## src/rtl/pixel_fb_writer.sv

```systemverilog
// Generic FWFT FIFO: head_dat always shows the oldest entry.
// Latency: a push is visible at head_dat the cycle after it lands in an empty FIFO.
// Backpressure: the caller must not push when full or pop when empty.
module fifo #(
  parameter int W     = 8,
  parameter int DEPTH = 8
) (
  input  logic         clk,
  input  logic         reset,
  input  logic         push_vld,
  input  logic [W-1:0] push_dat,
  input  logic         pop_vld,
  output logic [W-1:0] head_dat,
  output logic         empty,
  output logic         full
);
  localparam int AW = $clog2(DEPTH);

  logic [W-1:0]  ram [DEPTH];
  logic [AW-1:0] rd_ptr, wr_ptr;
  logic [AW:0]   count;

  assign head_dat = ram[rd_ptr];
  assign empty    = (count == '0);
  assign full     = (count == (AW+1)'(DEPTH));

  always_ff @(posedge clk or negedge reset) begin
    if (!reset) begin
      rd_ptr <= '0;
      wr_ptr <= '0;
      count  <= '0;
    end else begin
      if (push_vld) wr_ptr <= wr_ptr + AW'(1);
      if (pop_vld)  rd_ptr <= rd_ptr + AW'(1);
      count <= count + {{AW{1'b0}}, push_vld} - {{AW{1'b0}}, pop_vld};
    end
  end

  always_ff @(posedge clk) begin
    if (push_vld) ram[wr_ptr] <= push_dat;
  end
endmodule

// Framebuffer writer: centred plot coords -> clipped screen addresses -> buffered memory writes; clear sweep.
// Latency: accepted on-screen pixel reaches mem_* one cycle later when the buffer is empty.
// Backpressure: pix_ready low when buffer full, clear pending or sweeping; mem_* held while !mem_ready.
module pixel_fb_writer #(
  parameter int WIDTH      = 320,
  parameter int HEIGHT     = 240,
  parameter int X_ORIGIN   = 160,
  parameter int Y_ORIGIN   = 120,
  parameter int ADDR_W     = 17,
  parameter int COLOR_W    = 8,
  parameter int BG_COLOR   = 0,
  parameter int FIFO_DEPTH = 8
) (
  input  logic               clk,
  input  logic               reset,
  input  logic               pix_valid,
  output logic               pix_ready,
  input  logic [8:0]         x_in,
  input  logic [7:0]         y_in,
  input  logic [COLOR_W-1:0] color,
  input  logic               src_done,
  input  logic               clear_req,
  output logic               mem_we,
  output logic [ADDR_W-1:0]  mem_addr,
  output logic [COLOR_W-1:0] mem_data,
  input  logic               mem_ready,
  output logic               busy,
  output logic [15:0]        clipped_cnt,
  output logic               frame_done
);
  localparam int NPIX = WIDTH * HEIGHT;

  typedef struct packed {
    logic [ADDR_W-1:0]  addr;
    logic [COLOR_W-1:0] data;
  } fb_entry_t;

  typedef enum logic {DRAW, CLEAR} state_t;

  state_t            state, state_nxt;
  logic              clear_pend, clear_pend_nxt;
  logic              done_pend, done_pend_nxt;
  logic              src_done_q;
  logic [ADDR_W-1:0] cnt, cnt_nxt;
  logic [15:0]       clip_nxt;

  logic              fifo_empty, fifo_full, push, pop;
  fb_entry_t         head, entry;
  logic signed [10:0] sx, sy;
  logic              on_screen;

  // Screen y grows downward, math y grows upward.
  assign sx = $signed({{2{x_in[8]}}, x_in}) + $signed(11'(X_ORIGIN));
  assign sy = $signed(11'(Y_ORIGIN)) - $signed({{3{y_in[7]}}, y_in});
  assign on_screen = (sx >= 11'sd0) && (sx < $signed(11'(WIDTH))) &&
                     (sy >= 11'sd0) && (sy < $signed(11'(HEIGHT)));
  assign entry.addr = ADDR_W'(sy[9:0]) * ADDR_W'(WIDTH) + ADDR_W'(sx[9:0]);
  assign entry.data = color;

  fifo #(.W($bits(fb_entry_t)), .DEPTH(FIFO_DEPTH)) u_fifo (
    .clk      (clk),
    .reset    (reset),
    .push_vld (push),
    .push_dat (entry),
    .pop_vld  (pop),
    .head_dat (head),
    .empty    (fifo_empty),
    .full     (fifo_full)
  );

  assign busy = (state == CLEAR) || !fifo_empty || clear_pend;

  always_ff @(posedge clk or negedge reset) begin
    if (!reset) begin
      state       <= DRAW;
      clear_pend  <= 1'b0;
      done_pend   <= 1'b0;
      src_done_q  <= 1'b0;
      cnt         <= '0;
      clipped_cnt <= '0;
    end else begin
      state       <= state_nxt;
      clear_pend  <= clear_pend_nxt;
      done_pend   <= done_pend_nxt;
      src_done_q  <= src_done;
      cnt         <= cnt_nxt;
      clipped_cnt <= clip_nxt;
    end
  end

  always_comb begin
    state_nxt      = state;
    clear_pend_nxt = clear_pend;
    done_pend_nxt  = done_pend;
    cnt_nxt        = cnt;
    clip_nxt       = clipped_cnt;
    pix_ready      = 1'b0;
    mem_we         = 1'b0;
    mem_addr       = '0;
    mem_data       = '0;
    push           = 1'b0;
    pop            = 1'b0;
    frame_done     = 1'b0;
    case (state)
      DRAW: begin
        pix_ready = !fifo_full && !clear_pend;
        mem_we    = !fifo_empty;
        if (!fifo_empty) begin
          mem_addr = head.addr;
          mem_data = head.data;
        end
        pop = !fifo_empty && mem_ready;
        if (pix_valid && pix_ready) begin
          if (on_screen) push = 1'b1;
          else if (clipped_cnt != 16'hFFFF) clip_nxt = clipped_cnt + 16'd1;
        end
        if (clear_req) clear_pend_nxt = 1'b1;
        // Sweep starts only after every buffered pixel has been written.
        if (clear_pend && fifo_empty) begin
          state_nxt = CLEAR;
          cnt_nxt   = '0;
        end
        frame_done = done_pend && fifo_empty && !clear_pend;
      end
      CLEAR: begin
        mem_we   = 1'b1;
        mem_addr = cnt;
        mem_data = COLOR_W'(BG_COLOR);
        if (mem_ready) begin
          cnt_nxt = cnt + ADDR_W'(1);
          if (cnt == ADDR_W'(NPIX - 1)) begin
            state_nxt      = DRAW;
            clear_pend_nxt = 1'b0;
          end
        end
      end
      default: state_nxt = DRAW;
    endcase
    if (src_done && !src_done_q) done_pend_nxt = 1'b1;
    else if (frame_done)         done_pend_nxt = 1'b0;
  end
endmodule
```

## config.mk

```make
export PLATFORM = sky130hd
export DESIGN_NAME = pixel_fb_writer
export DESIGN_NICKNAME = d
export VERILOG_FILES = /design/src/rtl/pixel_fb_writer.sv
export SDC_FILE = /design/constraint.sdc
export NUM_CORES = 1
export LEC_CHECK = 0
export BUFFER_PORTS_ARGS = -buffer_cell sky130_fd_sc_hd__clkbuf_2
export CAP_MARGIN = 20
export CORE_MARGIN = 5
export CORE_UTILIZATION = 55
export DETAILED_ROUTE_END_ITERATION = 8
export PLACE_DENSITY = 0.76
export SYNTH_ARGS = -nofsm -noshare
export SYNTH_HDL_FRONTEND = slang
export SYNTH_SLANG_ARGS = --single-unit
```

## constraint.sdc

```tcl
create_clock -name clk -period 4.5 [get_ports clk]
set_input_delay 0.45 -clock clk [delete_from_list [all_inputs] [get_ports clk]]
set_output_delay 0.45 -clock clk [all_outputs]
set_load 0.02 [all_outputs]
```

==> summary.txt, run 1 <==
Synth
  – Sequential share of the synthesized area: 64.9%
  – Avg Cell Area, Syn: 15.9 µm²
  – Post-synth top flop: edfxtp_1
  – Async S/R FF share, synth: 19.0%
  – EDFF count, synth: 200
  – Syn nets: 757
  – #FFs+latches synth: 247
  – Synth Cell Area: 11,100 µm²
  – Yosys cell types: 57
  – Ys Warns: 0
  – Syn Inst Count: 694

Finish
  – Ratio of cells with drive above 1 in the final layout: 26.3%
  – Leading cell type in the layout, fill and taps excluded: edfxtp_1
  – Non-filler instance count after layout: 1,067
  – Layout area overhead: 13.6%
  – Antenna cells: 0
  – Final instance area: 12,600 µm²
  – Final Net Count: 850
  – Most frequent cells in the layout: 200 x edfxtp_1, 75 x clkbuf_2, 50 x mux4_2

STA
  – Clock skew: 0.0121 ns
  – Setup violations, final: 0
  – Period utilization: 77.0%
  – Slew HR: 25.9%
  – RSZ-0062 raised after global routing: no
  – Worst hold slack: 0.0422 ns
  – Final hold vios: 0
  – Final Max Tran Viols: 0
  – Worst slew pin tran: 1.11 ns
  – Crit path time final: 3.46 ns
  – F_max: 289 MHz
  – Setup TNS: 0 ns

GRT
  – Congestion Overflow GR: 0
  – Initial antenna violation count: 0
  – Largest net degree at the start of global routing: 48
  – First-pass GRT wire length: 35,400 µm
  – Number of global-route vias before repair: 6,427
  – Gr usage total: 19.1%

Clocking
  – Clk_lat worst skew: 0.50 ns
  – Hold_buf cts: 0
  – Setup repair bufs after CTS: 0
  – TritonCTS Buffers: 23
  – Root buffer cell: clkbuf_16
  – CTS tree: yes
  – CTS resizes: 0
  – Clk buf depth: 3
  – Htree depth: 1
  – Clk sinks: 247
  – Clock slew at reported path FFs: 0.06 ns

Placed design
  – DP Area: 11,900 µm²
  – DP HPWL: 14,600 µm
  – Dpl cells: 1,027
  – # port buffers: 75
  – GPL Wtd Cong: 0.809

Route
  – Initial DRT Pass Iterations: 5
  – Antenna-violating nets left: 0
  – DRC viols: 0
  – Initial drt markers: 398
  – Post-Route WL: 22,000 µm
  – Via density: 5.81
  – Routed WL per cell: 20.6 µm
  – Routed vias: 6,203

Setup path
  – CP Data Required Time: 4.70 ns
  – Startpoint Class: input pin
  – Max FO, Critical Path: 8
  – Reg2reg setup slack: 1.72 ns
  – FF-to-FF path depth: 8
  – CP dominant cell by count: ha_1
  – Critical Path AT: 3.66 ns
  – Critical path cell sequence: clkbuf_2 > or3_1 > xnor2_1 > ha_1 > ha_1 > inv_1 > fa_1 > nor2b_1 > o311a_1 > nor2_1 > o311ai_0 > and3b_1 > xnor3_1
  – Slowest stage cell, crit path: or3_1
  – Crit path to: u_fifo.ram[2][24]
  – Top delay family on crit path: simple AND/OR/NAND/NOR gates
  – Worst Setup End Kind: flop
  – Stages on worst setup path: 13
  – Peak per-stage delay on the critical path: 0.53 ns
  – Worst R2R Start: state
  – R2r endpoint: u_fifo.count[2]
  – Crit path buffers/inverters: 2
  – Kind of critical path: input pin to flop
  – CP startpoint: y_in[2]

Power
  – Total power: 6.45 mW
  – Total power per unit cell area: 514 nW/µm²
  – Leak: 4.78 nW
  – Max VDD drop: 366 µV

Worst hold path
  – HP Class: input pin to asynchronous set/reset pin

Run
  – MaxCap Viol Count: 0

Floorplanning
  – Cell Rows: 51
  – Die W: 152 µm
  – DIE AREA: 23,100 µm²
  – Top-Level Pins: 76
  – Core area: 19,700 µm²
  – Initial Util: 56.3%
  – Chip height: 152 µm

Status
  – Outcome: completed
## layout make-up
| class | count | area, µm² |
|---|---|---|
| Fill cell | 1419 | 7090 |
| Sequential cell | 247 | 7190 |
| Multi-Input combinational cell | 393 | 3690 |
| Tap cell | 265 | 332 |
| Inverter | 25 | 93.8 |
| Clock buffer | 30 | 612 |
| Timing Repair Buffer | 97 | 553 |
| Clock inverter | 10 | 92.6 |
## state kept, by name, summed over array words and instances, names as in the netlist
name and flops:
u_fifo.count 4, clear_pend 1, src_done_q 1, u_fifo.wr_ptr 3, u_fifo.rd_ptr 3, done_pend 1, state 1, u_fifo.ram 200
cnt 17, clipped_cnt 16
## how the worst min path moves through the flow
| stage | end | slack (ns) | depth (start not counted) |
|---|---|---|---|
| 6_report | clipped_cnt[7] | 0.04 | 2 |
| 3_5_place_dp | done_pend | 0.45 | 1 |
| 3_3_place_gp | done_pend | 0.41 | 1 |
| 5_1_grt | src_done_q | 0.06 | 1 |
| 4_1_cts | src_done_q | 0.06 | 1 |
| 2_1_floorplan | clear_pend | 0.15 | 0 |
## per-stage QoR
step / utilization (%) / setup WS [ns]
4_1_cts: 63.9 / 1.06
6_report: 63.9 / 1.04
3_5_place_dp: 60.3 / 0.548
3_3_place_gp: 60.3 / 0.699
5_1_grt: 63.9 / 0.862
2_1_floorplan: - / 0.0298
## cells by family after synthesis
family	count (synthesis)	synth area share [%]
simple gates	168	8.46
flops	247	64.9
xor+xnor	57	4.64
fa+ha+maj	32	3.82
buf+inv	54	2.19
compound gates	57	3.13
mux	79	12.8
## report_power, final
group / switching, mW / internal, mW
clock network: 0.766 / 1.07
registers: 0.279 / 2.64
logic: 0.889 / 0.817
## Yosys cell counts (all sizes together) (3+ instances only)
library cell	n	area (µm²)
nor2	42	158
or3	5	36.3
ha	29	363
nor3	12	95.1
a21oi	12	60.1
xnor2	21	184
clkbuf	16	60.1
mux4	50	1130
o21ai	27	146
nand2	45	169
nand4	7	50.1
a21o	6	45.0
xor2	35	307
inv	25	93.8
mux2i	26	260
nor3b	4	40.0
fa	3	60.1
dfrtp	47	1180
nand3	20	105
mux2	3	33.8
nand2b	3	18.8
and3	8	50.1
buf	13	88.8
edfxtp	200	6010
nor4	8	96.3
## metal layers
layer / vias to the layer above / wire (µm) / track usage, %
met3: 27 / 1150 / 2.78
met1: 3186 / 9180 / 25.9
met4: 0 / 357 / 4.49
met5: - / 0 / 0
met2: 163 / 11300 / 33.1
li1: 2827 / - / -
No activity file was read; power rests on OpenSTA's default activity.
==> run 2: changes to the inputs <==
==> constraint.sdc (replaced) <==
create_clock -name clk -period 3.1 [get_ports clk]
set_input_delay 0.31 -clock clk [delete_from_list [all_inputs] [get_ports clk]]
set_output_delay 0.31 -clock clk [all_outputs]
set_load 0.02 [all_outputs]
==> run 2 against run 1 <==
Via count is 1.4% higher. Die area did not move. Non-clock buffer count is 35 higher. Global-route usage rose by 1.0 points. Register-to-register slack worse by 0.99 ns. Flip-flop and latch count is the same. Critical endpoint is now u_fifo.ram[5][24]. Largest cell class unchanged. First-iteration DRC count is 6.0% higher. Sequential share of layout area decreased by 2.5 points.
==> summary.txt, run 2 (same netlist as run 1, synthesis figures left out) <==
Setup path
  – FF-to-FF path depth: 8
  – Worst Setup End Kind: flop
  – Startpoint Class: input pin
  – CP Data Required Time: 3.32 ns
  – CP dominant cell by count: ha_1
  – Critical path cell sequence: clkbuf_2 > inv_1 > ha_2 > nand2b_1 > nand2_1 > xor2_1 > ha_1 > ha_1 > or2_2 > o311a_1 > or4b_1 > o311ai_2 > and3b_1 > xnor3_2
  – Peak per-stage delay on the critical path: 0.49 ns
  – Top delay family on crit path: simple AND/OR/NAND/NOR gates
  – Kind of critical path: input pin to flop
  – Critical Path AT: 3.18 ns
  – Stages on worst setup path: 14
  – Max FO, Critical Path: 8
  – Reg2reg setup slack: 0.73 ns
  – Slowest stage cell, crit path: or4b_1
  – Crit path buffers/inverters: 2

GRT
  – Initial antenna violation count: 0
  – Number of global-route vias before repair: 6,787
  – First-pass GRT wire length: 37,400 µm
  – Largest net degree at the start of global routing: 34
  – Congestion Overflow GR: 0
  – Gr usage total: 20.1%

Floorplanning
  – Top-Level Pins: 76
  – Chip height: 152 µm
  – Initial Util: 56.3%
  – Core area: 19,700 µm²
  – DIE AREA: 23,100 µm²
  – Cell Rows: 51
  – Die W: 152 µm

Clocking
  – CTS tree: yes
  – Clk sinks: 247
  – Clock slew at reported path FFs: 0.07 ns
  – Htree depth: 1
  – Clk buf depth: 3
  – Clk_lat worst skew: 0.51 ns
  – TritonCTS Buffers: 24
  – Root buffer cell: clkbuf_16

Worst hold path
  – Hold Path Stages: 1
  – HP Class: input pin to flop

Route
  – Via density: 5.69
  – Initial DRT Pass Iterations: 4
  – Initial drt markers: 422
  – DRC viols: 0
  – Antenna-violating nets left: 0
  – Post-Route WL: 22,500 µm
  – Routed vias: 6,288
  – Routed WL per cell: 20.3 µm

Placed design
  – GPL Wtd Cong: 0.846
  – Placement Setup Slack: -0.402 ns
  – DP HPWL: 13,700 µm
  – DP Area: 12,300 µm²
  – # port buffers: 75

Finish
  – Largest Register: u_fifo.ram
  – Most frequent cells in the layout: 200 x edfxtp_1, 75 x clkbuf_2, 50 x mux4_2
  – Post-layout util: 66.9%
  – # fillers: 1,343
  – Final instance area: 13,100 µm²
  – Final Net Count: 886
  – Largest registers: u_fifo.ram x200, cnt x17, clipped_cnt x16
  – FF+latch area: 7190 µm²
  – Ratio of cells with drive above 1 in the final layout: 31.7%
  – Layout area overhead: 18.8%
  – Largest register FFs: 200
  – Area of the multi-input gates: 3790 µm²
  – Leading cell type in the layout, fill and taps excluded: edfxtp_1
  – Antenna cells: 0

STA
  – Period utilization: 95.5%
  – Slew HR: 44.5%
  – Worst slew pin tran: 0.833 ns
  – Final hold vios: 0
  – Setup violations, final: 0
  – Min setup slack post-route: 0.138 ns
  – Setup TNS: 0 ns
  – Crit path time final: 2.96 ns
  – Clock skew: 0.0126 ns
  – F_max: 338 MHz
  – Final Max Tran Viols: 0

Power
  – Leak: 5.03 nW
  – Max VDD drop: 334 µV
  – Total power: 9.82 mW
  – Total power per unit cell area: 747 nW/µm²

Status
  – Outcome: completed

Run
  – MaxCap Viol Count: 0
-- run 2: changes by cell type in the layout (fill, tap and decap cells not counted), sizes merged --
cell and change:
clkbuf -3, clkinv +3, clkinvlp +3, buf +33, dlygate4sd3 +2, bufinv +1
-- run 2: layer usage --
| metal | wire length [µm] | GRT usage [%] | part of all wire [%] |
|---|---|---|---|
| met1 | 9480 | 27.8 | 42 |
| met2 | 11400 | 34.1 | 51 |
| met3 | 1200 | 3.10 | 5.3 |
| met4 | 411 | 4.92 | 1.8 |
| met5 | 0 | 0 | 0 |
-- run 2: cell type report --
cell class	instances	area share (%)
flip-flops and latches	247	54.7
multi-input cells	393	28.8
repair buffers	132	7.20
clock buffers	27	4.82
well taps	265	2.52
clock inverters	17	1.23
inverters	25	0.714
-- run 2: final timing paths --
| path | startpoint | endpoint |
|---|---|---|
| max | y_in[0] | u_fifo.ram[5][24] |
| min | color[4] | u_fifo.ram[1][4] |
| max reg2reg | u_fifo.count[2] | cnt[13] |
| min reg2reg | src_done_q | done_pend |
| max in group asynchronous | reset | cnt[6] |
| min in group asynchronous | reset | clipped_cnt[1] |
-- run 2: through the flow --
step | hold WS (ns) | cells
6_report | 0.0722 | 1106
5_1_grt | 0.0705 | 1106
4_1_cts | 0.0542 | 1106
3_5_place_dp | 0.444 | 1060
3_3_place_gp | 0.415 | 1060
2_1_floorplan | 0.0144 | 694
-- run 2: repair_timing --
item / in CTS / in global routing
setup endpoints to repair: 0 / 23
setup buffers: 0 / 0
hold buffers: 2 / 0
gates resized for setup: 0 / 5
endpoints found under the hold margin: 33 / 0
-- run 2: report_power, final --
part           switching (mW)  internal [mW]
clock                    1.20           1.72
sequential              0.228           3.84
combinational            1.52           1.32
